$ cat config.mk
export PLATFORM = sky130hd
export DESIGN_NAME = bit_serializer
export DESIGN_NICKNAME = d
export VERILOG_FILES = /design/src/rtl/bit_serializer.sv
export SDC_FILE = /design/constraint.sdc
export NUM_CORES = 1
export LEC_CHECK = 0
export CAP_MARGIN = 20
export CORE_UTILIZATION = 50
export CTS_BUF_LIST = sky130_fd_sc_hd__clkbuf_8
export CTS_CLUSTER_DIAMETER = 50
export DETAILED_ROUTE_END_ITERATION = 12
export PLACE_DENSITY = 0.86
export RECOVER_POWER = 50
export SETUP_SLACK_MARGIN = 0.5
export SKIP_CTS_REPAIR_TIMING = 1
export SLEW_MARGIN = 10
export SYNTH_ARGS = -nofsm -noshare
export SYNTH_HDL_FRONTEND = slang
export SYNTH_SLANG_ARGS = --single-unit
$ cat constraint.sdc
create_clock -name clk -period 1.9 [get_ports clk]
set_input_delay 0.285 -clock clk [delete_from_list [all_inputs] [get_ports clk]]
set_output_delay 0.285 -clock clk [all_outputs]
set_load 0.02 [all_outputs]
$ cat src/rtl/bit_serializer.sv
// Parallel-to-serial stage feeding the serial "1011" detector.
// Emits one bit per clk with zero-gap back-to-back words and a fixed idle bit otherwise.
module bit_serializer #(
    parameter int       WIDTH     = 8,
    parameter bit       MSB_FIRST = 1'b1,
    parameter bit       IDLE_BIT  = 1'b0
) (
    input  logic             clk,
    input  logic             reset,
    input  logic [WIDTH-1:0] din,
    input  logic             din_valid,
    output logic             din_ready,
    output logic             sout,
    output logic             sout_valid,
    output logic             sout_last
);

    localparam int CNT_W = (WIDTH <= 2) ? 1 : $clog2(WIDTH);
    localparam logic [CNT_W-1:0] LAST_IDX = CNT_W'(WIDTH - 1);

    typedef enum logic {
        IDLE  = 1'b0,
        SHIFT = 1'b1
    } state_t;

    state_t            state;
    logic [WIDTH-1:0]  shreg;
    logic [CNT_W-1:0]  cnt;
    logic              cnt_last;
    logic              head_bit;

    assign cnt_last = (cnt == LAST_IDX);
    assign head_bit = MSB_FIRST ? shreg[WIDTH-1] : shreg[0];

    // Outputs are decoded from registers only, so reset reaches them without waiting for clk.
    assign din_ready  = (state == IDLE) || cnt_last;
    assign sout       = (state == SHIFT) ? head_bit : IDLE_BIT;
    assign sout_valid = (state == SHIFT);
    assign sout_last  = (state == SHIFT) && cnt_last;

    always_ff @(posedge clk or posedge reset) begin
        if (reset) begin
            state <= IDLE;
            shreg <= '0;
            cnt   <= '0;
        end else begin
            case (state)
                IDLE: begin
                    if (din_valid) begin
                        shreg <= din;
                        cnt   <= '0;
                        state <= SHIFT;
                    end
                end
                SHIFT: begin
                    if (cnt_last) begin
                        cnt <= '0;
                        if (din_valid) begin
                            shreg <= din;
                        end else begin
                            state <= IDLE;
                        end
                    end else begin
                        // Zero fill shifts in behind the head; it is never presented.
                        if (MSB_FIRST) begin
                            shreg <= {shreg[WIDTH-2:0], 1'b0};
                        end else begin
                            shreg <= {1'b0, shreg[WIDTH-1:1]};
                        end
                        cnt <= cnt + CNT_W'(1);
                    end
                end
                default: state <= IDLE;
            endcase
        end
    end

endmodule

After elaboration in Yosys (flattened, before gate mapping)
Index checks and enable logic that the tools add are counted.
{"block": "totals", "elab_cells": 19, "memories": 0, "latch_bits": 0, "input_bits": 11, "rom_bits": 0, "register_bits": 12, "out_inout_bits": 4, "ramBits": 0}
{"block": "op_classes", "order_cmp": 0, "muxes": 10, "bitwise_logic": 1, "eq_ne": 2, "reduce_logical": 2, "div": 0, "mul": 0, "add_sub_neg": 1, "shift": 0}
{"operator": "$mux 8", "count": 2}
{"operator": "$pmux 8 s2", "count": 1}
{"operator": "$mux 3", "count": 2}
{"operator": "$pmux 3 s2", "count": 1}
{"operator": "$add 3x1->3 const B", "count": 1}
{"operator": "$eq 3x3->1 const B", "count": 1}
{"operator": "$mux 1", "count": 3}
{"operator": "$ne 2x2->1 const B", "count": 1}
{"operator": "$pmux 1 s2", "count": 1}
{"operator": "$logic_and 1x1->1", "count": 1}
{"operator": "$logic_or 1x1->1", "count": 1}
{"operator": "$not 1->1", "count": 1}

Logic depth before layout (Yosys ltp)
Gate-level depths: netlist (run 1).
{"block": "depth", "depth_word": 3, "depth_mapped": 5, "mapped_depth_nobuf": 4}

Worst setup path after synthesis (run 1)
OpenSTA, ideal clock, no wires.
{"block": "synth_timing", "kind": "register to register", "from": "register cnt[0]", "to": "register shreg[1]", "setup_ns": 0.125, "stages_incl_launch_ff": 6, "period_less_slack_ns": 1.463, "setup_slack_ns": 0.437, "t_arrival_ns": 1.338, "path_cell_list": "dfrtp_1 -> ha_1 -> ha_1 -> nand2b_1 -> buf_6 -> mux2_4"}
{"block": "synth_between", "elab_chain_len": 3}
{"item": "from (decl)", "line": "28", "text": "logic [CNT_W-1:0] cnt;"}
{"item": "from (signal assigned)", "line": "70", "text": "cnt <= cnt + CNT_W'(1);"}
{"item": "$eq 3x3->1", "line": "32", "text": "assign cnt_last = (cnt == LAST_IDX);"}
{"item": "$mux 8", "line": "56", "text": "if (cnt_last) begin"}
{"item": "$pmux 8 s2", "line": "47", "text": "case (state)"}
{"item": "to (signal assigned)", "line": "50", "text": "shreg <= din;"}
{"item": "to (signal assigned)", "line": "59", "text": "shreg <= din;"}
{"item": "to (signal assigned)", "line": "66", "text": "shreg <= {shreg[WIDTH-2:0], 1'b0};"}
{"item": "to (decl)", "line": "27", "text": "logic [WIDTH-1:0] shreg;"}
No other way between the ends.
A chain may end at the register's enable or synchronous reset.

Worst setup path after layout (run 1)
{"block": "layout_timing", "from": "register cnt[1]", "to": "output din_ready"}
{"block": "layout_between", "elab_chain_len": 2}
{"item": "$eq 3x3->1", "line": "32"}
{"item": "$logic_or 1x1->1", "line": "36", "text": "assign din_ready = (state == IDLE) || cnt_last;"}
{"item": "to (decl)", "line": "12", "text": "output logic din_ready,"}
No other way between the ends.

==> parameters.txt, run 1 <==
Parameter                              Value

Run status
  Status ... finished clean

Detailed routing
  Total iterations of the first detailed-routing run ... 2
  Via/cell ratio ... 5.177
  DRT antenna net count ... 0
  Routed wirelength normalized by instance count ... between 10 and 15 µm
  Post-detailed-route DRC marker count ... 0
  Sum of routed wire length over all layers ... 1180 µm
  Initial detailed-routing violation count ... 1
  Via count ... 409

Global route
  Total routing usage reported by global routing ... between 15 and 20%
  Wire length of the first global-routing pass ... 1642 µm
  Vias in the first global route ... 381
  Overflow left after global routing ... 0
  Largest net degree at the start of global routing ... 13
  Number of antenna violations at the first check in global routing ... 0

Hold path
  Worst min-delay path class ... in2async

Setup path
  Critical path peak fanout ... 2
  Required time of the worst setup path ... 1620 ps
  Kind of start point of the critical path ... flip-flop
  CP Class ... reg2out
  Endpoint kind of the worst setup timing path ... output pin
  Data arrival time of the worst path ... 1390 ps
  Cell count of the worst reg-to-reg path ... 5

Final layout
  Final core utilization ... 81.60%
  Share of final-layout standard cells stronger than drive strength 1 ... 41.54%
  Final #Nets ... 80
  Filler Cells Inserted ... 64
  Number of diodes ... 0
  Final std cells w/o fill ... 79
  Cell area after layout ... 943.4 µm²
  Area growth from synthesis to layout ... 44.44%

Job
  # Max-Cap Violations ... 0

Power and ir drop
  Power density over the cells ... around 1400 nW/µm²
  Design Power ... 1.309 mW
  Leak ... ~0.49 nW
  VDD IR-drop max ... 0.0006645 V

Timing
  Worst-case headroom to the max-slew limit ... 70.54%
  Total of endpoints with negative setup slack in the final report ... 0
  Least-Margin Pin Slew ... 441.4 ps
  Crit share post-route ... 88.23%
  Setup repair after global routing missed its margin ... true
  Minimum clock period after layout ... approximately 1700 ps
  Max-slew violation total from the final report ... 0
  Worst-case clock skew ... 0.6755 ps
  Setup TNS Final ... 0 ps
  Max Fclk ... 0.5965 GHz
  Hold Fails Final Rpt ... 0

Logic synthesis
  Cell taking the most area after synthesis ... sky130_fd_sc_hd__dfrtp_1
  Netlist area before placement ... 653.1 µm²
  Synthesized net count ... 58
  Biggest area contributors in the synthesized netlist ... sky130_fd_sc_hd__dfrtp_1, sky130_fd_sc_hd__mux2_4, sky130_fd_sc_hd__ha_1, sky130_fd_sc_hd__nand2b_1, sky130_fd_sc_hd__buf_6
  Proportion of netlist area held by the largest area contributor ... 45.98%
  Synth cell types ... 12
  Register bit total from synthesis ... 12
  Share of synthesized area occupied by flip-flops and latches ... about 46%
  Syn avg cell area ... 14.84 µm²
  Yosys Warn Count ... 0
  Synthesized instance count ... 44

Floorplan
  IO Count ... 15
  Core ar. ... 1156 µm²
  Die outline area ... 1455 µm²
  Chip width ... 38.14 µm
  Vertical extent of the die ... roughly 38 µm
  Starting utilization of the core area ... 56.49%
  Site Rows ... 12

Placed design
  Number of placed instances, taps included ... 71
  Post-Place Cell Area ... roughly 820 µm²
  Count of buffers from port buffering ... 14
  Placer's final routability congestion estimate ... 0.6699

Clock network
  Longest Clk Path Bufs ... 2
  Clock buffers created by TritonCTS ... 3
  CTS sink cnt ... 12
  Clock root buffer master ... sky130_fd_sc_hd__clkbuf_8
  Clock tree from TritonCTS ... built
  Insertion delay of the later-clocked pin in the worst-skew pair ... 230 ps
  Register clock-pin slew on the reported worst setup and hold paths ... 50 ps
  H-Tree Depth ... 1
where the power goes:
| group | leakage (nW) | switching [mW] | internal [mW] | total (mW) |
|---|---|---|---|---|
| registers | 0.151 | 0.0843 | 0.355 | 0.439 |
| logic | 0.309 | 0.223 | 0.377 | 0.600 |
| clock network | 0.0288 | 0.0871 | 0.183 | 0.270 |
| total | 0.488 | 0.394 | 0.915 | 1.31 |
layout make-up:
cell class,instances,area [µm²],area share [%]
clock buffer,4,55.05,5.836
inverter,1,3.754,0.3979
tap,14,17.52,1.857
sequential,12,301.5,31.96
multi-input combinational,30,360.3,38.20
timing repair buffer,18,205.2,21.75
metrics by stage:
step	hold WS (ps)	setup slack, ps
2_1_floorplan	149.7	503.9
3_3_place_gp	485.9	194.7
3_5_place_dp	497.8	189.8
4_1_cts	385.3	-64.35
5_1_grt	520.8	174.0
6_report	504.2	223.6
cells by family after synthesis:
group                    count (synthesis)  synth area share, %
buffers and inverters                    3                4.022
flip-flops                              12                45.98
adder cells (fa/ha/maj)                  3                5.748
multiplexers                            15                33.33
AND/OR/NAND/NOR                          8                7.279
AO/OA/AOI/OAI                            3                3.641
path summary, 6_finish.rpt:
kind                          start    endpoint  slack (ps)
max                          cnt[1]   din_ready         220
min                           reset    shreg[4]         500
max reg2reg                  cnt[1]    shreg[2]         390
min reg2reg                shreg[0]    shreg[1]         510
max in group asynchronous     reset  sout_valid        1070
min in group clk           shreg[0]    shreg[1]         510
flip-flops by register name, summed over array words and instances (netlist names):
name / flops
sout_valid: 1
cnt: 3
shreg: 8
cells in the mapped netlist:
master	instances
sky130_fd_sc_hd__buf_6	2
sky130_fd_sc_hd__nor2_1	1
sky130_fd_sc_hd__nand2b_1	4
sky130_fd_sc_hd__inv_1	1
sky130_fd_sc_hd__ha_1	3
sky130_fd_sc_hd__and2_1	3
sky130_fd_sc_hd__mux2_1	1
sky130_fd_sc_hd__mux2_2	1
sky130_fd_sc_hd__mux2_4	13
sky130_fd_sc_hd__a22o_1	2
sky130_fd_sc_hd__o22ai_1	1
sky130_fd_sc_hd__dfrtp_1	12
metal layers:
| layer | GRT usage (%) | up-vias | wire (µm) |
|---|---|---|---|
| met4 | 8.036 | 0 | 0 |
| met5 | 0 | - | 0 |
| met3 | 3.488 | 0 | 45 |
| met2 | 27.97 | 12 | 572 |
| li1 | - | 196 | - |
| met1 | 22.09 | 201 | 562 |
cell usage in the layout, fill, tap and decap left out:
cell / count
sky130_fd_sc_hd__a22o_1: 2
sky130_fd_sc_hd__and2_1: 3
sky130_fd_sc_hd__buf_12: 1
sky130_fd_sc_hd__buf_2: 1
sky130_fd_sc_hd__buf_4: 2
sky130_fd_sc_hd__clkbuf_16: 1
sky130_fd_sc_hd__clkbuf_8: 4
sky130_fd_sc_hd__clkdlybuf4s50_1: 8
sky130_fd_sc_hd__dfrtp_1: 11
sky130_fd_sc_hd__dfrtp_2: 1
sky130_fd_sc_hd__dlygate4sd3_1: 1
sky130_fd_sc_hd__dlymetal6s2s_1: 4
sky130_fd_sc_hd__ha_1: 2
sky130_fd_sc_hd__ha_4: 1
sky130_fd_sc_hd__inv_1: 1
sky130_fd_sc_hd__mux2_1: 1
sky130_fd_sc_hd__mux2_2: 1
sky130_fd_sc_hd__mux2_4: 13
sky130_fd_sc_hd__nand2b_1: 3
sky130_fd_sc_hd__nand2b_4: 2
sky130_fd_sc_hd__nor2_1: 1
sky130_fd_sc_hd__o22ai_1: 1
worst max-delay path, stage by stage (launching register included):
cell and delay (ps):
sky130_fd_sc_hd__dfrtp_1 390, sky130_fd_sc_hd__ha_1 260, sky130_fd_sc_hd__ha_1 200, sky130_fd_sc_hd__nand2b_1 150, sky130_fd_sc_hd__buf_2 160
Power figures use the tool's default switching activity.
==> run 2: changes to the inputs <==
- CORE_AREA: not set -> 2 2 39 41
- CORE_UTILIZATION: 50 -> not set
- DIE_AREA: not set -> 0 0 41 43
- DONT_BUFFER_PORTS: not set -> 1
- PLACE_DENSITY: 0.86 -> 0.7
==> parameters.txt, run 2 (synthesis gave the netlist of run 1 again) <==
Parameter                              Value

Detailed routing
  Total iterations of the first detailed-routing run ... 2
  Via count ... 348
  Routed wirelength normalized by instance count ... 17.66 µm
  Sum of routed wire length over all layers ... 1130 µm
  Via/cell ratio ... 5.438
  Initial detailed-routing violation count ... 2
  DRT antenna net count ... 0
  Post-detailed-route DRC marker count ... 0

Clock network
  Insertion delay of the later-clocked pin in the worst-skew pair ... 240 ps
  Clock tree from TritonCTS ... built
  CTS sink cnt ... 12
  H-Tree Depth ... 1
  Clock root buffer master ... sky130_fd_sc_hd__clkbuf_8
  Clock buffers created by TritonCTS ... 3
  Register clock-pin slew on the reported worst setup and hold paths ... 50 ps
  Longest Clk Path Bufs ... 2

Setup path
  Required time of the worst setup path ... 1620 ps
  Data arrival time of the worst path ... 1300 ps
  Kind of start point of the critical path ... flip-flop
  Endpoint kind of the worst setup timing path ... output pin
  CP Class ... reg2out
  Critical path peak fanout ... 2

Global route
  Total routing usage reported by global routing ... 16.36%
  Met3 layer usage reported by global route ... under 10%
  Vias in the first global route ... roughly 400
  Highest-utilization routing layer at the global route stage ... met2
  Wire length of the first global-routing pass ... ~1900 µm
  Largest net degree at the start of global routing ... 13
  Met1 track utilization from global routing ... 20.48%
  Number of antenna violations at the first check in global routing ... 0
  Overflow left after global routing ... 0
  Global Route met2 Usage ... 23.13%

Final layout
  Top reg by flops ... shreg
  Most common library cell in the layout ignoring fill and taps ... sky130_fd_sc_hd__mux2_4
  Number of diodes ... 0
  Area growth from synthesis to layout ... 15.52%
  Filler Cells Inserted ... 117
  Number of flip-flops in the largest register ... 8
  Leading cell types in the layout, fill and taps excluded ... sky130_fd_sc_hd__mux2_4, sky130_fd_sc_hd__dfrtp_1, sky130_fd_sc_hd__clkbuf_8
  Cell area after layout ... around 750 µm²
  Final #Nets ... 63
  Share of final-layout standard cells stronger than drive strength 1 ... 47.92%

Placed design
  DP HPWL ... about 750 µm
  Count of buffers from port buffering ... 0
  Placer's final routability congestion estimate ... between 0.6 and 0.7
  Post-Place Cell Area ... 663.1 µm²
  Worst Setup Slack post-DPL ... between 400 and 500 ps

Timing
  Minimum clock period after layout ... 1587 ps
  Final Hold Slack ... 156.2 ps
  Hold Fails Final Rpt ... 0
  Max Fclk ... ~0.63 GHz
  Setup repair after global routing missed its margin ... true
  Total of endpoints with negative setup slack in the final report ... 0
  Worst-case headroom to the max-slew limit ... 61.17%
  Crit share post-route ... 83.51%
  Least-Margin Pin Slew ... 582.4 ps
  Worst Setup Slack, final ... about 310 ps
  Worst-case clock skew ... approximately 2.4 ps
  Setup TNS Final ... 0 ps
  Max-slew violation total from the final report ... 0

Floorplan
  Core ar. ... 1384 µm²
  Vertical extent of the die ... 43 µm
  Die outline area ... 1763 µm²
  IO Count ... 15
  Starting utilization of the core area ... between 40% and 50%
  Site Rows ... 14
  Chip width ... 41 µm

Power and ir drop
  Power density over the cells ... 1613 nW/µm²
  Design Power ... 1.217 mW
  Leak ... 0.3643 nW
  VDD IR-drop max ... 0.0007981 V

Job
  # Max-Cap Violations ... 0

Run status
  Status ... finished clean

Hold path
  Worst min-delay path class ... in2reg
run 2: through the flow:
step	cells	utilization, %
after floorplan	44	-
after global placement	58	47.92
after detailed placement	58	47.92
after CTS	62	51.90
after global routing	64	54.52
final	64	54.52
run 2: cell type report:
type	instances	area [µm²]	share of cell area, %
inverters	1	3.754	0.4975
clock buffers	4	55.05	7.297
multi-input cells	30	365.4	48.42
well taps	16	20.02	2.653
repair buffers	1	10.01	1.327
flip-flops and latches	12	300.3	39.80
run 2: path summary, 6_finish.rpt:
path                            from         end  slack (ps)  cells past startpoint
min in group asynchronous      reset    shreg[0]         490                      2
max                           cnt[1]   din_ready         310                      3
min reg2reg                 shreg[0]    shreg[1]         510                      1
max reg2reg                   cnt[1]    shreg[4]         450                      4
max in group asynchronous      reset    shreg[6]        1110                      2
min                        din_valid  sout_valid         160                      1
run 2: layer usage:
| layer | share of wire, % | wire length (µm) |
|---|---|---|
| met5 | 0 | 0 |
| met4 | 0.71 | 8 |
| met3 | 6.2 | 70 |
| met2 | 49 | 555 |
| met1 | 44 | 495 |
run 2: report_power, final:
group	internal [mW]	switching (mW)
Clock	0.183	0.0939
Combinational	0.303	0.186
Sequential	0.353	0.0979
Total	0.839	0.378
run 2: critical path, stage by stage, from the launching register on:
cell	delay [ps]
sky130_fd_sc_hd__dfrtp_1	390
sky130_fd_sc_hd__ha_1	250
sky130_fd_sc_hd__ha_1	180
sky130_fd_sc_hd__nand2b_2	230
